==> src/rtl/por_sequencer.sv <==
// Power-up sequencer for two POR-monitored supply domains: enables domain 1, waits for
// its debounced POR-good, settles, enables domain 2, then watches both for brownout.
module por_sequencer #(
    parameter int DEBOUNCE_CYCLES = 16,
    parameter int TIMEOUT_CYCLES  = 4096,
    parameter int SETTLE_CYCLES   = 8
) (
    input  logic       clock,
    input  logic       resetb,
    input  logic       start,
    input  logic       clear,
    input  logic [1:0] por_in,
    output logic [1:0] en_out,
    output logic [1:0] status,
    output logic [3:0] checkbits,
    output logic       fault,
    output logic       done
);

    localparam int DW = $clog2(DEBOUNCE_CYCLES + 1);
    localparam int TW = $clog2(TIMEOUT_CYCLES + 1);
    localparam int SW = $clog2(SETTLE_CYCLES + 1);

    typedef enum logic [2:0] {
        ST_IDLE   = 3'd0,
        ST_WAIT1  = 3'd1,
        ST_SETTLE = 3'd2,
        ST_WAIT2  = 3'd3,
        ST_READY  = 3'd4,
        ST_FAULT  = 3'd5
    } state_t;

    state_t          r_state;
    state_t          w_next_state;
    logic [1:0]      r_sync1;
    logic [1:0]      r_por_s;
    logic [DW-1:0]   r_deb0;
    logic [DW-1:0]   r_deb1;
    logic [TW-1:0]   r_to;
    logic [SW-1:0]   r_set;
    logic            r_fcode;
    logic            w_fcode;
    logic            w_watch0;
    logic            w_lvl0;
    logic            w_watch1;
    logic            w_lvl1;
    logic            w_match0;
    logic            w_match1;
    logic            w_deb0_done;
    logic            w_deb1_done;
    logic            w_to_done;
    logic            w_set_done;
    logic            w_in_wait;
    logic            w_state_chg;
    logic [1:0]      w_en;
    logic [1:0]      w_status;
    logic [3:0]      w_check;
    logic            w_fault;
    logic            w_done;

    // Per-state choice of which domains are watched and at which awaited POR level.
    always_comb begin
        w_watch0 = 1'b0;
        w_lvl0   = 1'b0;
        w_watch1 = 1'b0;
        w_lvl1   = 1'b0;
        case (r_state)
            ST_WAIT1: begin
                w_watch0 = 1'b1;
                w_lvl0   = 1'b1;
            end
            ST_SETTLE: begin
                w_watch0 = 1'b1;
            end
            ST_WAIT2: begin
                w_watch0 = 1'b1;
                w_watch1 = 1'b1;
                w_lvl1   = 1'b1;
            end
            ST_READY: begin
                w_watch0 = 1'b1;
                w_watch1 = 1'b1;
            end
            default: begin
                w_watch0 = 1'b0;
            end
        endcase
    end

    assign w_match0    = w_watch0 && (r_por_s[0] == w_lvl0);
    assign w_match1    = w_watch1 && (r_por_s[1] == w_lvl1);
    // The current sample is the last of the required run when the counter already holds N-1.
    assign w_deb0_done = w_match0 && (r_deb0 == DW'(DEBOUNCE_CYCLES - 1));
    assign w_deb1_done = w_match1 && (r_deb1 == DW'(DEBOUNCE_CYCLES - 1));
    assign w_in_wait   = (r_state == ST_WAIT1) || (r_state == ST_WAIT2);
    assign w_to_done   = w_in_wait && (r_to == TW'(TIMEOUT_CYCLES - 1));
    assign w_set_done  = (r_state == ST_SETTLE) && (r_set == SW'(SETTLE_CYCLES - 1));
    assign w_state_chg = (w_next_state != r_state);

    // Next-state selection; timeout beats debounce, domain 0 beats domain 1.
    always_comb begin
        w_next_state = r_state;
        w_fcode      = r_fcode;
        case (r_state)
            ST_IDLE: begin
                if (start) w_next_state = ST_WAIT1;
                else       w_next_state = ST_IDLE;
            end
            ST_WAIT1: begin
                if (w_to_done) begin
                    w_next_state = ST_FAULT;
                    w_fcode      = 1'b0;
                end else if (w_deb0_done) begin
                    w_next_state = ST_SETTLE;
                end else begin
                    w_next_state = ST_WAIT1;
                end
            end
            ST_SETTLE: begin
                if (w_deb0_done) begin
                    w_next_state = ST_FAULT;
                    w_fcode      = 1'b0;
                end else if (w_set_done) begin
                    w_next_state = ST_WAIT2;
                end else begin
                    w_next_state = ST_SETTLE;
                end
            end
            ST_WAIT2: begin
                if (w_to_done) begin
                    w_next_state = ST_FAULT;
                    w_fcode      = 1'b1;
                end else if (w_deb0_done) begin
                    w_next_state = ST_FAULT;
                    w_fcode      = 1'b0;
                end else if (w_deb1_done) begin
                    w_next_state = ST_READY;
                end else begin
                    w_next_state = ST_WAIT2;
                end
            end
            ST_READY: begin
                if (w_deb0_done) begin
                    w_next_state = ST_FAULT;
                    w_fcode      = 1'b0;
                end else if (w_deb1_done) begin
                    w_next_state = ST_FAULT;
                    w_fcode      = 1'b1;
                end else begin
                    w_next_state = ST_READY;
                end
            end
            ST_FAULT: begin
                if (clear) w_next_state = ST_IDLE;
                else       w_next_state = ST_FAULT;
            end
            default: begin
                w_next_state = ST_IDLE;
            end
        endcase
    end

    // Output decode from the next state so registered outputs change on the entry edge.
    always_comb begin
        w_en     = 2'b00;
        w_status = 2'b00;
        w_check  = 4'h0;
        w_fault  = 1'b0;
        w_done   = 1'b0;
        case (w_next_state)
            ST_WAIT1: begin
                w_en = 2'b01;
            end
            ST_SETTLE: begin
                w_en     = 2'b01;
                w_status = 2'b01;
                w_check  = 4'h9;
            end
            ST_WAIT2: begin
                w_en     = 2'b11;
                w_status = 2'b01;
                w_check  = 4'h9;
            end
            ST_READY: begin
                w_en     = 2'b11;
                w_status = 2'b11;
                w_check  = 4'h5;
                w_done   = 1'b1;
            end
            ST_FAULT: begin
                w_status = 2'b10;
                w_check  = {3'b110, w_fcode};
                w_fault  = 1'b1;
            end
            default: begin
                w_en = 2'b00;
            end
        endcase
    end

    // State, synchronizer, saturating counters and registered outputs.
    always_ff @(posedge clock) begin
        if (!resetb) begin
            r_state   <= ST_IDLE;
            r_sync1   <= 2'b00;
            r_por_s   <= 2'b00;
            r_deb0    <= '0;
            r_deb1    <= '0;
            r_to      <= '0;
            r_set     <= '0;
            r_fcode   <= 1'b0;
            en_out    <= 2'b00;
            status    <= 2'b00;
            checkbits <= 4'h0;
            fault     <= 1'b0;
            done      <= 1'b0;
        end else begin
            r_state   <= w_next_state;
            r_sync1   <= por_in;
            r_por_s   <= r_sync1;
            r_fcode   <= w_fcode;
            en_out    <= w_en;
            status    <= w_status;
            checkbits <= w_check;
            fault     <= w_fault;
            done      <= w_done;

            if (w_state_chg || !w_match0)
                r_deb0 <= '0;
            else if (r_deb0 != DW'(DEBOUNCE_CYCLES))
                r_deb0 <= r_deb0 + DW'(1);
            else
                r_deb0 <= r_deb0;

            if (w_state_chg || !w_match1)
                r_deb1 <= '0;
            else if (r_deb1 != DW'(DEBOUNCE_CYCLES))
                r_deb1 <= r_deb1 + DW'(1);
            else
                r_deb1 <= r_deb1;

            if (w_state_chg)
                r_to <= '0;
            else if (w_in_wait && (r_to != TW'(TIMEOUT_CYCLES)))
                r_to <= r_to + TW'(1);
            else
                r_to <= r_to;

            if (w_state_chg)
                r_set <= '0;
            else if ((r_state == ST_SETTLE) && (r_set != SW'(SETTLE_CYCLES)))
                r_set <= r_set + SW'(1);
            else
                r_set <= r_set;
        end
    end

endmodule

==> config.mk <==
export PLATFORM = sky130hd
export DESIGN_NAME = por_sequencer
export DESIGN_NICKNAME = d
export VERILOG_FILES = /design/src/rtl/por_sequencer.sv
export SDC_FILE = /design/constraint.sdc
export NUM_CORES = 1
export LEC_CHECK = 0
export ABC_CLOCK_PERIOD_IN_PS = 2200
export BUFFER_PORTS_ARGS = -buffer_cell sky130_fd_sc_hd__buf_4
export CAP_MARGIN = 20
export CORE_ASPECT_RATIO = 0.6
export CORE_MARGIN = 2
export CORE_UTILIZATION = 53
export CTS_CLUSTER_SIZE = 8
export DETAILED_ROUTE_END_ITERATION = 16
export GPL_TIMING_DRIVEN = 0
export PLACE_DENSITY = 0.74
export SYNTH_ARGS = -nofsm -noshare
export SYNTH_HDL_FRONTEND = slang
export SYNTH_SLANG_ARGS = --single-unit
==> constraint.sdc <==
create_clock -name clock -period 2.2 [get_ports clock]
set_input_delay 0.11 -clock clock [delete_from_list [all_inputs] [get_ports clock]]
set_output_delay 0.11 -clock clock [all_outputs]
set_load 0.02 [all_outputs]
# ---- Yosys cells after proc, flatten, opt, wreduce, memory -nomap -nowiden
# Index checks and enable logic that the tools add are counted.
# Widths: inputs -> output; s select.
dict set report op_classes {
  n_addsub 4
  eq_ne 21
  muxes 27
  bitwise 1
  n_reduce_logical 22
}
# cell n
set ops {}
lappend ops {{$mux 3} 6}
lappend ops {{$pmux 3 s6} 1}
lappend ops {{$mux 1} 15}
lappend ops {{$reduce_or 2->1} 7}
lappend ops {{$add 13x1->13 const B} 1}
lappend ops {{$eq 13x12->1 const B} 1}
lappend ops {{$ne 13x13->1 const B} 1}
lappend ops {{$eq 3x2->1 const B} 4}
lappend ops {{$eq 3x3->1 const B} 4}
lappend ops {{$pmux 4 s3} 1}
lappend ops {{$add 5x1->5 const B} 2}
lappend ops {{$eq 5x4->1 const B} 2}
lappend ops {{$ne 5x5->1 const B} 2}
lappend ops {{$logic_and 1x1->1} 8}
lappend ops {{$eq 3x1->1 const B} 2}
lappend ops {{$pmux 2 s3} 1}
lappend ops {{$add 4x1->4 const B} 1}
lappend ops {{$eq 4x3->1 const B} 1}
lappend ops {{$ne 4x4->1 const B} 1}
lappend ops {{$pmux 1 s4} 1}
lappend ops {{$pmux 2 s2} 1}
lappend ops {{$reduce_or 4->1} 1}
lappend ops {{$logic_not 3->1} 1}
lappend ops {{$logic_or 1x1->1} 3}
lappend ops {{5 further kinds} 7}
dict set report word_totals {
  ff_bits 45
  inputBits 6
  output_inout_bits 10
  wordCells 88
}

# ---- Logic depth before layout (Yosys ltp)
dict set report logic_depth {
  ltp_word 12
  ltp_mapped 10
  mapped_depth_nobuf 9
}

# ---- Worst setup path before layout
# OpenSTA, ideal clock, no wires.
dict set report synth_path {
  path_type {register to register}
  start {register r_deb0[0]}
  end {register r_deb0[2]}
  t_arrival_ns 2.043
  path_slack_ns 0.070
  path_stages_with_launch 10
  period_less_slack_ns 2.130
  cell_sequence {dfxtp_1 -> ha_1 -> and3_1 -> ha_1 -> nor2b_1 -> o21ai_2 -> a41oi_2 -> nor3_2 -> nand3_2 -> nor4b_2}
}
dict set report synth_via {
  elab_chain_cells 8
  elab_cells_between_ends 14
  classes_between {add/sub (1); eq/ne (3); mux (7); reduce/logical (3)}
}
# element line
set synth_lines {}
lappend synth_lines {{start, declared} 37} ;# logic [DW-1:0] r_deb0;
lappend synth_lines {{start signal, assigned} 231} ;# r_deb0 <= r_deb0 + DW'(1);
lappend synth_lines {{start signal, assigned} 233} ;# r_deb0 <= r_deb0;
lappend synth_lines {{$eq 5x4->1} 93} ;# assign w_deb0_done = w_match0 && (r_deb0 == DW'(DEBOUNCE_CYCLES - 1));
lappend synth_lines {{$logic_and 1x1->1} 93}
lappend synth_lines {{$mux 3 or $mux 2 (tied branches)} {133, 113}}
lappend synth_lines {{$mux 3 (on tied branches)} {130, 110}}
lappend synth_lines {{$pmux 3 s6} 104} ;# case (r_state)
lappend synth_lines {{$ne 3x3->1} 98} ;# assign w_state_chg = (w_next_state != r_state);
lappend synth_lines {{$logic_or 1x1->1} 228} ;# if (w_state_chg || !w_match0)
lappend synth_lines {{$reduce_or 2->1 (no source line)} n/a}
# Parallel ways exist; a longest one is shown, timed or not.
# A chain may end at the register's enable or synchronous reset.

# ---- Worst setup path after layout
dict set report layout_path {
  start {register r_deb0[0]}
  end {register r_deb0[3]}
}
# The elaborated chain is that of the path after synthesis.

==> results.toml <==
[floorplan]
dieWidth_microns = 87.5
rows = 18
ios = 16
die_y_microns = 54.1
die_area_sq_mm = 0.00474
start_util_pct = 54.8
fp.coreArea_sq_mm = 0.00405

[grt]
grt_max_degree = 13
grt_pass1_wl_microns = 7710
grt_pass1_vias = 1589
overflow = 0
antenna_found_initial = 0
grt_util_all_layers_pct = 21.9

[synthesis]
avgSynthCellArea_sq_um = 8.74
yosys.area_share.simple_pct = 27.9
syn_inst = 254
synth_adder_area_share_pct = 5.64
async_flop_share_pct = 0
synth_top_family_by_area = "simple AND/OR/NAND/NOR gates"
synth_edf_count = 0
synth_compound_area_share_pct = 10.5
synth_xor_area_share_pct = 8.68
synth.area.mux_share_pct = 1.35
synth_ff_type = "dfxtp_1"
synth.ff_latch_count = 43
synthDistinctLibCells = 52
syn_area_sq_mm = 0.00222
syn_nets = 270
yosysWarnings = 0
seq_area_frac_synth_pct = 38.8

[worst_setup_path]
critPathArrivalTime_ns = 2.43
endpoint_kind = "register"
critPathMaxFanout = 6
cpMaxStageDelayCell = "dfxtp_4"
cp_cell_sequence = "ha_4, and3_4, ha_4, nor2b_4, buf_4, a21oi_1, o21ai_0, a22oi_2, nand3_4, buf_6, nor2_2"
critical-path-max-stage-delay_ns = 0.37
startpoint = "r_deb0[0]"
path_buf_inv = 2
cp_common_cell = "ha_4"
crit_family = "simple AND/OR/NAND/NOR gates"
r2r_start = "r_deb0[0]"
rrSetupSlack_ns = -0.003
cp_data_required_time_ns = 2.43
crit_type = "reg -> reg"
start_kind = "register"

[clock_network]
cts.reportedPaths.clkPinSlew_ns = 0.08
cts_sinks = 43
cts_tree = "yes"
clk_path_buf_depth = 2
root_buffer = "clkbuf_8"
hold_buffers = 0
clkLatencyLatePin_ns = 0.29
cts-htree-levels = 2
cts_made_buffers = 5

[drt]
drtAntennaViolNets = 0
wire_per_inst_microns = 15.0
dr.first_iter.drc_count = 177
routed-via-count = 1878
vias_per_cell = 5.59
drtPass1Iterations = 4
wl_microns = 5060
drc = 0

[placed_design]
placed_area_sq_mm = 0.00239
hpwl_microns = 3350
gp_congestion = 0.942
place_inst = 318
port_buffers = 14

[power_and_ir_drop]
ir_drop_v = 0.000332
power_density_mw_per_mm2 = 499
p_leak_nw = 1.04

[run_status]
violations = "negative setup slack"
status = "finished, violations left"

[sta]
slew_violations = 0
hold_violations = 0
fmaxAchievable_ghz = 0.454
period_share_pct = 100
maxSlewHeadroom_pct = 30.8
setup_slack_ns = -0.00291
finalCriticalPeriod_ns = 2.20
fin_skew_ns = 0.00475
rsz0062_at_grt = "yes"
finalSetupViolations = 1
tightest_slew_ns = 1.02

[layout]
drive_gt1_share_pct = 29.4
num-nets-final = 302
antennaDiodeCount = 0
instances_no_fill = 336
area_growth_pct = 26.6
final_cell_area_sq_mm = 0.00281

[min_path]
hp-start = "por_in[1]"
hold_path_class = "in -> reg"

[flow_run]
maxCapViolCount = 0
==> cells in the final DEF (no fill, tap or decap), types with 6 or more instances in the layout <==
cell      Yosys  routed
buf_6         4       6
nand2_1      21      19
buf_4         3      26
o21ai_0       9       9
nand3_1      13      13
inv_1        19      19
xor2_1       10      10
clkbuf_8      0       6
ha_1         10       6
xnor2_1      12      12
dfxtp_1      43      39
nor2_1       32      19
nor2_2        0       9
==> path summary, 6_finish.rpt <==
check | end | cells past startpoint
worst max-delay path | r_deb0[3] | 11
worst min-delay path | r_sync1[1] | 2
worst max register to register | r_deb0[3] | 11
worst min register to register | r_por_s[0] | 1
==> stage by stage <==
stage                     total power, W  setup WS [ns]  utilization, %  hold slack (ns)  setup TNS [ns]
after detailed placement        0.000898         -0.329            58.9            0.322           -7.28
after global placement          0.000896         -0.292            58.9            0.317           -6.53
after floorplan                 0.000870         0.0701               -            0.232               0
final                            0.00140       -0.00291            69.3           0.0218        -0.00291
after CTS                        0.00140         0.0204            64.0           0.0192               0
after global routing             0.00147        -0.0582            69.3           0.0243          -0.823
==> logic make-up (layout without fill, tap and decap cells) <==
group	count (synthesis)	after routing
other	1	1
DFF	43	43
xor gates and xnor gates	22	22
AOI/OAI and AO/OA	34	34
muxes	3	3
buffers and inverters	29	61
and+or+nand+nor	112	112
adders and majority gates	10	10
==> state kept, by name, indices dropped and copies added (netlist names), 3 cells and up <==
name and cells:
r_to 13, r_deb0 5, r_set 4, checkbits 3, r_deb1 5, r_state 3
==> layout make-up <==
type	instances	area (sq um)
Multi-Input combinational cell	182	1440
Fill cell	308	1240
Sequential cell	43	873
Timing Repair Buffer	25	195
Clock buffer	6	82.6
Buffer	10	82.6
Inverter	19	71.3
Tap cell	50	62.6
Clock inverter	1	5.00
==> timing repair <==
action,in CTS,in global routing
setup endpoints to repair,33,33
buffers inserted,5,4
gates resized for setup,17,41
gates cloned,1,1
pin swaps,7,16
==> metal layers <==
metal | part of all wire [%] | GRT usage [%]
met5 | 0 | 0
met1 | 49 | 31.8
met4 | 1.2 | 5.90
met3 | 6.6 | 7.36
met2 | 44 | 30.8
==> where the power goes <==
group | leakage, nW | internal [W] | total [W] | switching [W]
registers | 0.351 | 0.000782 | 0.000790 | 0.00000713
clock network | 0.0470 | 0.000246 | 0.000498 | 0.000252
logic | 0.642 | 0.0000477 | 0.000114 | 0.0000662
==> cells in the mapped netlist, types with 2 or more instances <==
| cell | count | area share (%) |
|---|---|---|
| buf_2 | 3 | 0.68 |
| nand4b_1 | 2 | 0.79 |
| nor3b_1 | 4 | 1.4 |
| nand4_1 | 5 | 1.4 |
| nand2_1 | 21 | 3.6 |
| nor4_1 | 2 | 0.56 |
| ha_1 | 10 | 5.6 |
| mux2i_1 | 3 | 1.4 |
| nand3_1 | 13 | 2.9 |
| nand2b_1 | 3 | 0.85 |
| and2_1 | 4 | 1.1 |
| nand3b_1 | 2 | 0.68 |
| a31oi_1 | 4 | 1.1 |
| dfxtp_1 | 43 | 39 |
| nor4bb_1 | 2 | 0.90 |
| a21oi_1 | 5 | 1.1 |
| nor4b_2 | 2 | 1.4 |
| o21ai_0 | 9 | 2.0 |
| nor4b_1 | 3 | 1.2 |
| xnor2_1 | 12 | 4.7 |
| and3_1 | 3 | 0.85 |
| xor2_1 | 10 | 3.9 |
| inv_1 | 19 | 3.2 |
| nor3_1 | 3 | 0.68 |
| buf_6 | 4 | 2.0 |
| a41oi_1 | 2 | 0.79 |
| nor2_1 | 32 | 5.4 |
| buf_4 | 3 | 1.0 |
| nor2b_1 | 3 | 0.85 |
No activity file was read; power rests on OpenSTA's default activity.
